## src/rtl/pcm_dac_mc.sv

```systemverilog
// pcm_dac_mc: multi-channel PCM to 1-bit first-order sigma-delta DAC.
//   A frame FIFO holds one sample per channel. Frames are popped at a
//   programmable sample rate from a phase-accumulator timer. Each channel
//   drives its own first-order modulator, stepped every MOD_DIV clocks.
// Ports:
//   clk, rst_n       clock, asynchronous active-low reset
//   enable           1 = play; 0 = modulators fed midscale, timer and pops frozen
//   signed_in        input samples are two's complement (else offset binary)
//   rate_inc         sample-timer increment, Fs = Fclk*rate_inc/2^RATE_W
//   wr_en, wr_data   frame push; channel c at [c*WIDTH +: WIDTH]
//   wr_ready         FIFO not full (registered)
//   fifo_level       frames held, 0..DEPTH (registered)
//   irq              enable && fifo_level <= DEPTH/2 (registered)
//   clr_status       clears sticky overflow/underrun (a same-cycle event wins)
//   overflow         sticky: push attempted while full
//   underrun         sticky: sample tick with FIFO empty
//   audio_out        per-channel 1-bit modulator outputs (registered)
module pcm_dac_mc #(
    parameter int CHANNELS = 2,
    parameter int WIDTH    = 16,
    parameter int DEPTH    = 4,
    parameter int RATE_W   = 16,
    parameter int MOD_DIV  = 16
) (
    input  logic                      clk,
    input  logic                      rst_n,
    input  logic                      enable,
    input  logic                      signed_in,
    input  logic [RATE_W-1:0]         rate_inc,
    input  logic                      wr_en,
    input  logic [CHANNELS*WIDTH-1:0] wr_data,
    output logic                      wr_ready,
    output logic [$clog2(DEPTH):0]    fifo_level,
    output logic                      irq,
    input  logic                      clr_status,
    output logic                      overflow,
    output logic                      underrun,
    output logic [CHANNELS-1:0]       audio_out
);

    localparam int AW = $clog2(DEPTH);
    localparam int LW = AW + 1;
    localparam int CW = (MOD_DIV > 1) ? $clog2(MOD_DIV) : 1;
    localparam logic [WIDTH-1:0] MIDSCALE = {1'b1, {(WIDTH-1){1'b0}}};

    logic [CHANNELS*WIDTH-1:0]          mem_q [DEPTH];
    logic [AW-1:0]                      wr_ptr_q, wr_ptr_d;
    logic [AW-1:0]                      rd_ptr_q, rd_ptr_d;
    logic [LW-1:0]                      level_q, level_d;
    logic                               wr_ready_q, wr_ready_d;
    logic                               irq_q, irq_d;
    logic                               ovf_q, ovf_d;
    logic                               und_q, und_d;
    logic [RATE_W-1:0]                  phase_q, phase_d;
    logic [CHANNELS-1:0][WIDTH-1:0]     active_q, active_d;
    logic [CHANNELS-1:0][WIDTH-1:0]     acc_q, acc_d;
    logic [CHANNELS-1:0]                audio_q, audio_d;
    logic [CW-1:0]                      cnt_q, cnt_d;

    logic [CHANNELS*WIDTH-1:0]          conv_frame;
    logic [CHANNELS*WIDTH-1:0]          rd_frame;
    logic [RATE_W:0]                    phase_sum;
    logic                               push, pop, tick, empty;
    logic                               ovf_evt, und_evt, strobe;
    logic [CHANNELS-1:0][WIDTH-1:0]     mod_x;
    logic [CHANNELS-1:0][WIDTH:0]       mod_sum;

    // Two's complement -> offset binary is just an MSB flip per channel.
    always_comb begin
        conv_frame = wr_data;
        for (int unsigned c = 0; c < CHANNELS; c++) begin
            conv_frame[c*WIDTH + WIDTH - 1] = wr_data[c*WIDTH + WIDTH - 1] ^ signed_in;
        end
    end

    assign rd_frame = mem_q[rd_ptr_q];

    // FIFO, sample timer and status flags.
    always_comb begin
        push      = wr_en && wr_ready_q;
        ovf_evt   = wr_en && !wr_ready_q;
        phase_sum = {1'b0, phase_q} + {1'b0, rate_inc};
        tick      = enable && phase_sum[RATE_W];
        phase_d   = enable ? phase_sum[RATE_W-1:0] : phase_q;
        empty     = (level_q == '0);
        // An empty FIFO cannot pop this cycle even if a push lands alongside.
        pop       = tick && !empty;
        und_evt   = tick && empty;

        wr_ptr_d = push ? wr_ptr_q + AW'(1) : wr_ptr_q;
        rd_ptr_d = pop  ? rd_ptr_q + AW'(1) : rd_ptr_q;

        level_d = level_q;
        if (push && !pop) begin
            level_d = level_q + LW'(1);
        end else if (pop && !push) begin
            level_d = level_q - LW'(1);
        end

        wr_ready_d = (level_d != LW'(DEPTH));
        irq_d      = enable && (level_d <= LW'(DEPTH / 2));

        ovf_d = ovf_evt ? 1'b1 : (clr_status ? 1'b0 : ovf_q);
        und_d = und_evt ? 1'b1 : (clr_status ? 1'b0 : und_q);

        active_d = active_q;
        if (pop) begin
            for (int unsigned c = 0; c < CHANNELS; c++) begin
                active_d[c] = rd_frame[c*WIDTH +: WIDTH];
            end
        end
    end

    // Modulator strobe and per-channel first-order accumulators.
    always_comb begin
        strobe  = (cnt_q == CW'(MOD_DIV - 1));
        cnt_d   = strobe ? '0 : cnt_q + CW'(1);
        acc_d   = acc_q;
        audio_d = audio_q;
        for (int unsigned c = 0; c < CHANNELS; c++) begin
            mod_x[c]   = enable ? active_q[c] : MIDSCALE;
            mod_sum[c] = {1'b0, acc_q[c]} + {1'b0, mod_x[c]};
            if (strobe) begin
                acc_d[c]   = mod_sum[c][WIDTH-1:0];
                audio_d[c] = mod_sum[c][WIDTH];
            end
        end
    end

    // Frame storage needs no reset: pointers and level define validity.
    always_ff @(posedge clk) begin
        if (push) begin
            mem_q[wr_ptr_q] <= conv_frame;
        end
    end

    always_ff @(posedge clk or negedge rst_n) begin
        if (!rst_n) begin
            wr_ptr_q   <= '0;
            rd_ptr_q   <= '0;
            level_q    <= '0;
            wr_ready_q <= 1'b1;
            irq_q      <= 1'b0;
            ovf_q      <= 1'b0;
            und_q      <= 1'b0;
            phase_q    <= '0;
            active_q   <= {CHANNELS{MIDSCALE}};
            acc_q      <= '0;
            audio_q    <= '0;
            cnt_q      <= '0;
        end else begin
            wr_ptr_q   <= wr_ptr_d;
            rd_ptr_q   <= rd_ptr_d;
            level_q    <= level_d;
            wr_ready_q <= wr_ready_d;
            irq_q      <= irq_d;
            ovf_q      <= ovf_d;
            und_q      <= und_d;
            phase_q    <= phase_d;
            active_q   <= active_d;
            acc_q      <= acc_d;
            audio_q    <= audio_d;
            cnt_q      <= cnt_d;
        end
    end

    assign wr_ready   = wr_ready_q;
    assign fifo_level = level_q;
    assign irq        = irq_q;
    assign overflow   = ovf_q;
    assign underrun   = und_q;
    assign audio_out  = audio_q;

endmodule

```

## config.mk

```make
export PLATFORM = sky130hd
export DESIGN_NAME = pcm_dac_mc
export DESIGN_NICKNAME = d
export VERILOG_FILES = /design/src/rtl/pcm_dac_mc.sv
export SDC_FILE = /design/constraint.sdc
export NUM_CORES = 1
export LEC_CHECK = 0
export ABC_AREA = 1
export BUFFER_PORTS_ARGS = -buffer_cell sky130_fd_sc_hd__buf_4
export CORE_AREA = 2 2 162 180
export DETAILED_ROUTE_END_ITERATION = 8
export DIE_AREA = 0 0 164 182
export PLACE_DENSITY = 0.62
export RECOVER_POWER = 100
export REMOVE_ABC_BUFFERS = 1
export SYNTH_ARGS = -nofsm -noshare
export SYNTH_HDL_FRONTEND = slang
export SYNTH_SLANG_ARGS = --single-unit
```

## constraint.sdc

```tcl
create_clock -name clk -period 5.7 [get_ports clk]
set_input_delay 1.14 -clock clk [delete_from_list [all_inputs] [get_ports clk]]
set_output_delay 1.14 -clock clk [all_outputs]
set_load 0.02 [all_outputs]
```

==> impl_summary.md, run 1 <==
Status
The run finished, with violations left. The final reports fail on capacitance limit, slew limit.

Die
The die covers 0.0298 mm². The I/O pin count is 63. The effective utilization at floorplan is 0.393.

The core region area is 0.0282 mm². Measured along the x axis, the die boundary spans 164 µm. The die height is 182 µm.

After floorplanning, the core was divided into 65 placement rows.

Cells and area
Fill cells in the final layout number 2704. The net count of the finished layout is 1269. The register cell area after layout is 0.00627 mm². The final instance count without filler cells is 1542. Compared with the post-synthesis result, the final layout area differs by 12.2%. In the layout the commonest cells are 226 x nand2_1, 128 x edfxtp_1, 111 x o21ai_0. The share of final-layout standard cells stronger than drive strength 1 is 0.0801.

The number of antenna diodes in the final layout is 0. The multi-input gate area in the final layout is 0.00420 mm². The leading cell type in the layout, fill and taps excluded is nand2_1.

Clock tree
After clock tree synthesis, the clock-pin slew on the worst setup and hold paths is 0.06 ns. The TritonCTS clock tree is built. The number of buffers added by the clock tree synthesis step is 25. The post-cts gate resize count is 0. Buffers added to address setup during post-CTS repair amount to 0. For this design, the sink count on the clock tree is 225. For the worst-skew pair, the clock arrives at the later sink with an insertion delay of 0.52 ns. CTS built an H-tree with a depth of 1. No sink is reached through more buffers than the 3 on the longest clock path. In this run the clock root is driven by a clkbuf_16. The number of hold buffers added after cts is 0.

Placement
OpenSTA, run right after detailed placement, puts the worst setup slack at 2.10 ns. At the end of routability-driven placement, the weighted congestion stood at 0.884. The placed cell count is 1497.

The number of buffer cells added on primary ports is 62. After legalization and detailed placement, the total HPWL measured 14300 µm.

Synthesis
The combined area of all synthesized cells is 0.0111 mm². The share of synthesized registers carrying an async set or reset is 0.431. The number of flops mapped to enable cells by yosys is 128. Yosys mapped the design onto 36 distinct sky130hd cell types. For this run, the leading register cell type out of synthesis is edfxtp_1. The Yosys step of the flow raised 0 warnings. The per-instance average area after synthesis is 10.1 µm². The fraction of the yosys area taken by sequential cells is 0.565. The register bit count reported by yosys is 225. The number of instances in the synthesized netlist is 1094.

Setup path
The cell occurring most often along the worst timing path is clkbuf_1. The kind of launch point of the worst setup path is a register. In this run the register-to-register setup slack is 2.28 ns. The critical path is of the reg2reg type.

The critical path goes through ha_1 -> nand2_1 -> nor2_1 -> clkbuf_1 -> inv_1 -> clkbuf_1 -> o21ai_0. Data arrives at the worst endpoint at 3.71 ns. Among all stages on the critical path, the largest delay is contributed by clkbuf_1. The terminus of the critical flop-to-flop path is acc_q[18]. For the worst setup path, the data required time is 5.99 ns. The critical path's largest stage delay is 1.52 ns. The startpoint identified for the worst register-to-register timing path is cnt_q[0].

For the worst flop-to-flop path, the logic depth is 7. The worst setup path is captured at a register. The largest fanout on the critical path is 49.

STA
Final hold analysis gives a worst-case slack of 0.489 ns. The maximum clock rate is 0.292 GHz. The worst path needs 3.42 ns of the cycle, external delays included. Setup repair after global routing left no endpoint under its margin. The number of failing hold endpoints at the final stage was 0. The share of the clock period used by the worst path after layout is 0.601. The aggregate negative setup slack is 0 ns. In this run the tightest slew margin relative to its limit is -0.881. The total count of max-transition violations in the final report is 232.

The number of endpoints failing setup at the final stage is 0. The worst clock skew on the final layout is 0.0232 ns. The measured slew at the worst slew-check pin is 2.82 ns. Once routing completed, OpenROAD measured the worst setup slack at 2.28 ns.

GRT
The first global-routing pass estimated 36900 µm of wire. The global-route track usage on met1 is 0.200. The highest-utilization routing layer at the global route stage is met2. The overall global routing resource usage is 0.151. The aggregate global routing overflow is 0. The number of antenna violations at the first check in global routing came to 0. The number of global-route vias before repair came to 7640.

For met3 alone, demand over resource in global routing was 0.0242. For met2 alone, demand over resource in global routing was 0.257. Entering global routing, the biggest net connects 65 pins.

Pwr
For this design the static power due to leakage is 5.46 nW. In this run the power density over the cells is 546 mW/mm². Power comes to 6.80 mW. Across the VDD grid, the largest voltage drop is 252 µV.

Detailed routing
The routed via count is 7629. Before antenna repair, the detailed router went through 5 iterations. Dividing the detail-routed via count by the number of cells gives 4.95. The wire length reported by the detailed router is 22100 µm.

The mean routed wirelength per cell is 14.3 µm. After detailed routing, the number of remaining DRC violations is 0. In this run the remaining antenna-violating nets after routing total 0.

The initial DRC count is 454.

Flow run
The tool flagged a number of max-cap violations equal to 6.

Min path
The count of cells along the worst hold path is 2. The launch instance of the worst min-delay path is acc_q[11]. The end point of the most critical hold path is acc_q[11].

The tightest min-delay check is of the reg2reg type.
layout make-up:
class,count,share of cell area
clock buffers,26,0.0505
clock inverters,19,0.0137
inverters,96,0.0289
multi-input cells,736,0.337
flip-flops and latches,225,0.504
well taps,368,0.0370
repair buffers,72,0.0295
cells in the mapped netlist, drive strengths merged, types with 4 or more instances:
| master | instances | share of area |
|---|---|---|
| clkbuf | 29 | 0.0098 |
| a211oi | 5 | 0.0034 |
| o21bai | 9 | 0.0061 |
| nor2 | 110 | 0.037 |
| a221oi | 5 | 0.0039 |
| xor2 | 21 | 0.017 |
| ha | 56 | 0.063 |
| nand3 | 48 | 0.023 |
| nand2 | 227 | 0.078 |
| or2 | 13 | 0.0073 |
| inv | 96 | 0.032 |
| xnor2 | 5 | 0.0039 |
| buf | 8 | 0.0051 |
| dfrtp | 94 | 0.21 |
| mux2 | 32 | 0.042 |
| edfxtp | 128 | 0.35 |
| o21ai | 111 | 0.050 |
| a21o | 4 | 0.0027 |
| a21oi | 38 | 0.017 |
| o22ai | 34 | 0.019 |
power breakdown:
group	switching, mW	internal, mW
Sequential	0.235	2.27
Combinational	1.73	1.01
Clock	0.652	0.901
how the worst max path moves through the flow:
stage | from | end
6_report | cnt_q[0] | acc_q[18]
5_1_grt | rst_n | active_q[21]
4_1_cts | enable | acc_q[10]
3_5_place_dp | enable | acc_q[10]
3_3_place_gp | enable | acc_q[10]
2_1_floorplan | rate_inc[0] | irq
metrics by stage:
stage / utilization / area (µm²)
final: 0.441 / 12500
after global routing: 0.441 / 12500
after CTS: 0.452 / 12700
after detailed placement: 0.423 / 11900
after global placement: 0.423 / 11900
after floorplan: - / 10900
cells by family after synthesis:
group / after synthesis / share of synthesized area
fa+ha+maj: 59 / 0.0685
mux: 32 / 0.0416
simple gates: 404 / 0.149
flops: 225 / 0.565
compound gates: 215 / 0.108
buf+inv: 133 / 0.0473
xor+xnor: 26 / 0.0205
critical path, delay by kind of cell (launching register included):
family	cells	cell delay, ns
adders and majority gates	1	0.23
AOI/OAI and AO/OA	1	0.31
DFF	1	0.40
and+or+nand+nor	2	0.14
buffers and inverters	3	2.11
flip-flops by register name, indices dropped and copies added (netlist names):
signal      cells
fifo_level      3
phase_q        16
underrun        1
acc_q          32
cnt_q           4
wr_ptr_q        2
active_q       32
irq             1
rd_ptr_q        2
wr_ready        1
audio_out       2
overflow        1
mem_q         128
metal layers:
layer / wire (µm) / share of wire
met5: 0 / 0
met4: 405 / 0.018
met3: 848 / 0.038
met2: 10400 / 0.47
met1: 10400 / 0.47
(Power assumes the default switching activity.)
==> run 2: changes to the inputs <==
--- a/config.mk
+++ b/config.mk
@@ -10,7 +10,7 @@
 export CORE_AREA = 2 2 162 180
 export DETAILED_ROUTE_END_ITERATION = 8
 export DIE_AREA = 0 0 164 182
-export PLACE_DENSITY = 0.62
+export PLACE_DENSITY = 0.64
 export RECOVER_POWER = 100
 export REMOVE_ABC_BUFFERS = 1
 export SYNTH_ARGS = -nofsm -noshare
==> constraint.sdc (replaced) <==
create_clock -name clk -period 2.9 [get_ports clk]
set_input_delay 0.58 -clock clk [delete_from_list [all_inputs] [get_ports clk]]
set_output_delay 0.58 -clock clk [all_outputs]
set_load 0.02 [all_outputs]
==> impl_summary.md, run 2 (synthesis gave the netlist of run 1 again) <==
Cells and area
The top cell types in the final layout, fill and taps aside, are 226 x nand2_1, 128 x edfxtp_1, 111 x o21ai_0. The register with the most flip-flops is mem_q. For this run, the share of the core covered by cells in the final layout is 0.444. The number of antenna cells inserted is 0.

The largest registers in the layout are mem_q: 128 flops, acc_q: 32 flops, active_q: 32 flops. The final non-filler cell area is 0.0125 mm². The filler cells instantiated in the layout total 2655.

The register with the most flip-flops in the layout has 128 of them. The share of final-layout standard cells stronger than drive strength 1 is 0.0869. The register cell area after layout is 0.00627 mm².

Summing all multi-input logic gate instances after layout gives 0.00420 mm². The area growth from synthesis to layout is 12.9%. The final instance count without filler cells is 1553.

The library cell used most frequently in the layout, excluding fill and tap cells, is nand2_1. For this run, the post-layout net count is 1280.

Detailed routing
The via density per instance is 4.93. The detailed router placed 7658 vias in this run. The wire length reported by the detailed router is 22100 µm. The post-route DRC violation count is 0.

The mean routed wirelength per cell is 14.2 µm. The remaining antenna violation count is 0. For this block, the initial DRC count from the detailed router was 454. The pre-antenna-repair detailed-routing pass consisted of 5 iterations.

Pwr
The power density over the cells is 1060 mW/mm². The leakage power total is 5.52 nW. The share of total power in combinational logic is 0.411.

The switching share of total power is 0.382. The highest ir drop seen on vdd is 431 µV. The portion of total power attributed to the clock network is 0.221. Summing internal, switching and leakage power gives 13.3 mW.

The power share of the sequential group is 0.368. In this run the power spent charging and discharging nets is 5.08 mW. The internal power component is 8.24 mW.

Setup path
The data arrival time of the critical path is 2.81 ns. Along the worst path, the maximum fanout reaches 8. Setup slack on the worst reg-to-reg path comes out at 0.49 ns. The worst register-to-register path ends at active_q[2]. The worst setup path is of the reg2reg kind. The endpoint kind of the worst setup timing path is a register. The worst register-to-register path begins at phase_q[0].

The family of cells with the greatest summed delay on the critical path is simple AND/OR/NAND/NOR gates. The worst-path cell with the longest stage delay is fa_1. Together, buffers and inverters on the worst path number 1. For the worst flop-to-flop path, the logic depth is 11. The data required time at the worst endpoint is 3.30 ns. The worst setup path is launched from a register. The critical path's largest stage delay is 0.39 ns. Traced cell by cell, the critical path runs through ha_1 -> fa_1 -> nand2_1 -> nand2_1 -> nand3_1 -> nand2_1 -> nand2_1 -> nand2_1 -> nand3_4 -> clkbuf_2 -> mux2_1. By instance count, the cell type seen most on the critical path is nand2_1.

Clock tree
The number of setup buffers added after CTS is 0. The root buffer selected by CTS is clkbuf_16. The deepest clock path buffer count is 3. Counting every sink on the clock net gives 225.

TritonCTS built the clock tree. For this design, the CTS-stage hold fixing added 0 buffers. The H-tree depth is 1.

The later pin in the worst-skew pair is clocked with a latency of 0.52 ns. The post-cts gate resize count is 0. The number of buffers added by the clock tree synthesis step is 24.

Clock-pin slew was measured on the worst setup and hold paths at 0.06 ns.

Die
The effective utilization at floorplan is 0.393. The die height is 182 µm. The core region area is 0.0282 mm². The initialized floorplan defines 65 standard-cell rows.

The die covers 0.0298 mm². The die extent in x is 164 µm. 63 I/O pins were placed.

STA
After layout, the worst setup slack is 0.488 ns. For the final routed database, the setup TNS stands at 0 ns. The total count of max-transition violations in the final report was 0. The tightest hold path in the finished design has a slack of 0.260 ns. The worst clock skew on the final layout is 0.0199 ns. The worst path needs 2.41 ns of the cycle, external delays included.

The maximum clock rate is 0.415 GHz. Setup repair after global routing left no endpoint under its margin. The number of failing hold endpoints at the final stage is 0.

Setup violations remaining at the end of the flow were counted as 0. The measured slew at the worst slew-check pin is 1.23 ns. The share of the clock period used by the worst path after layout is 0.832. The worst max-slew margin expressed relative to the limit is 0.179.

GRT
The number of antenna violations at the first check in global routing is 0. The number of global-route vias before repair came to 7588. For this run, the total global-route usage over all layers was measured as 0.151. Entering global routing, the biggest net connects 67 pins. The aggregate global routing overflow is 0. The first-pass GRT wire length is 37000 µm.

Min path
The startpoint identified for the worst hold timing path is clr_status. The path with the worst hold slack has its endpoint at overflow. The class of the tightest hold or removal check is in2reg. Counting instances, the worst hold path has a depth of 2.

Placement
OpenSTA, run right after detailed placement, puts the worst setup slack at 0.205 ns. The placed cell count is 1509. Input and output buffers added on the ports amount to 62. The post-place instance area is 0.0121 mm².

The placed wire-length estimate is 14700 µm. The last weighted congestion value of the routability-driven placer is 0.892.

Status
The run finished with clean final reports.

Flow run
The max-capacitance violation count is 0.
[run 2: cell count changes in the layout (fill, tap and decap cells not counted), sizes merged]
cell	delta
clkinvlp	-3
bufinv	-1
clkbuf	+5
clkinv	-1
inv	-2
buf	+13
[run 2: final cells by class]
type                    count  area share
repair buffers             84      0.0367
clock inverters            12     0.00699
clock buffers              32      0.0544
multi-input cells         736       0.336
inverters                  96      0.0288
well taps                 368      0.0367
flip-flops and latches    225       0.501
[run 2: worst max path at each step]
| stage | endpoint | start | cells after the start |
|---|---|---|---|
| after floorplan | active_q[0] | rd_ptr_q[0] | 4 |
| after global routing | active_q[5] | phase_q[0] | 11 |
| final | active_q[2] | phase_q[0] | 11 |
| after detailed placement | acc_q[31] | enable | 13 |
| after CTS | active_q[12] | phase_q[0] | 11 |
| after global placement | acc_q[31] | enable | 13 |
[run 2: power by group through the flow]
| stage | combinational (mW) | sequential, mW | clock (mW) |
|---|---|---|---|
| 2_1_floorplan | 4.22 | 4.99 | 0 |
| 3_3_place_gp | 5.73 | 4.94 | 0 |
| 3_5_place_dp | 5.85 | 4.96 | 0 |
| 4_1_cts | 5.88 | 4.91 | 3.02 |
| 5_1_grt | 6.29 | 5.02 | 3.15 |
| 6_report | 5.48 | 4.90 | 2.94 |
[run 2: worst reg2reg max path, cell delays in order, from the launching register on]
cell and delay, ns:
dfrtp_1 0.38, ha_1 0.21, fa_1 0.39, nand2_1 0.09, nand2_1 0.07, nand3_1 0.09, nand2_1 0.12, nand2_1 0.08
nand2_1 0.11, nand3_4 0.13, clkbuf_2 0.28, mux2_1 0.36
[run 2: routing by layer]
metal  track usage  up-vias  wire, µm
li1              -     3884         -
met1         0.201     3634     10300
met2         0.260      117     10600
met3        0.0233       23       878
met4        0.0333        0       310
met5             0        -         0
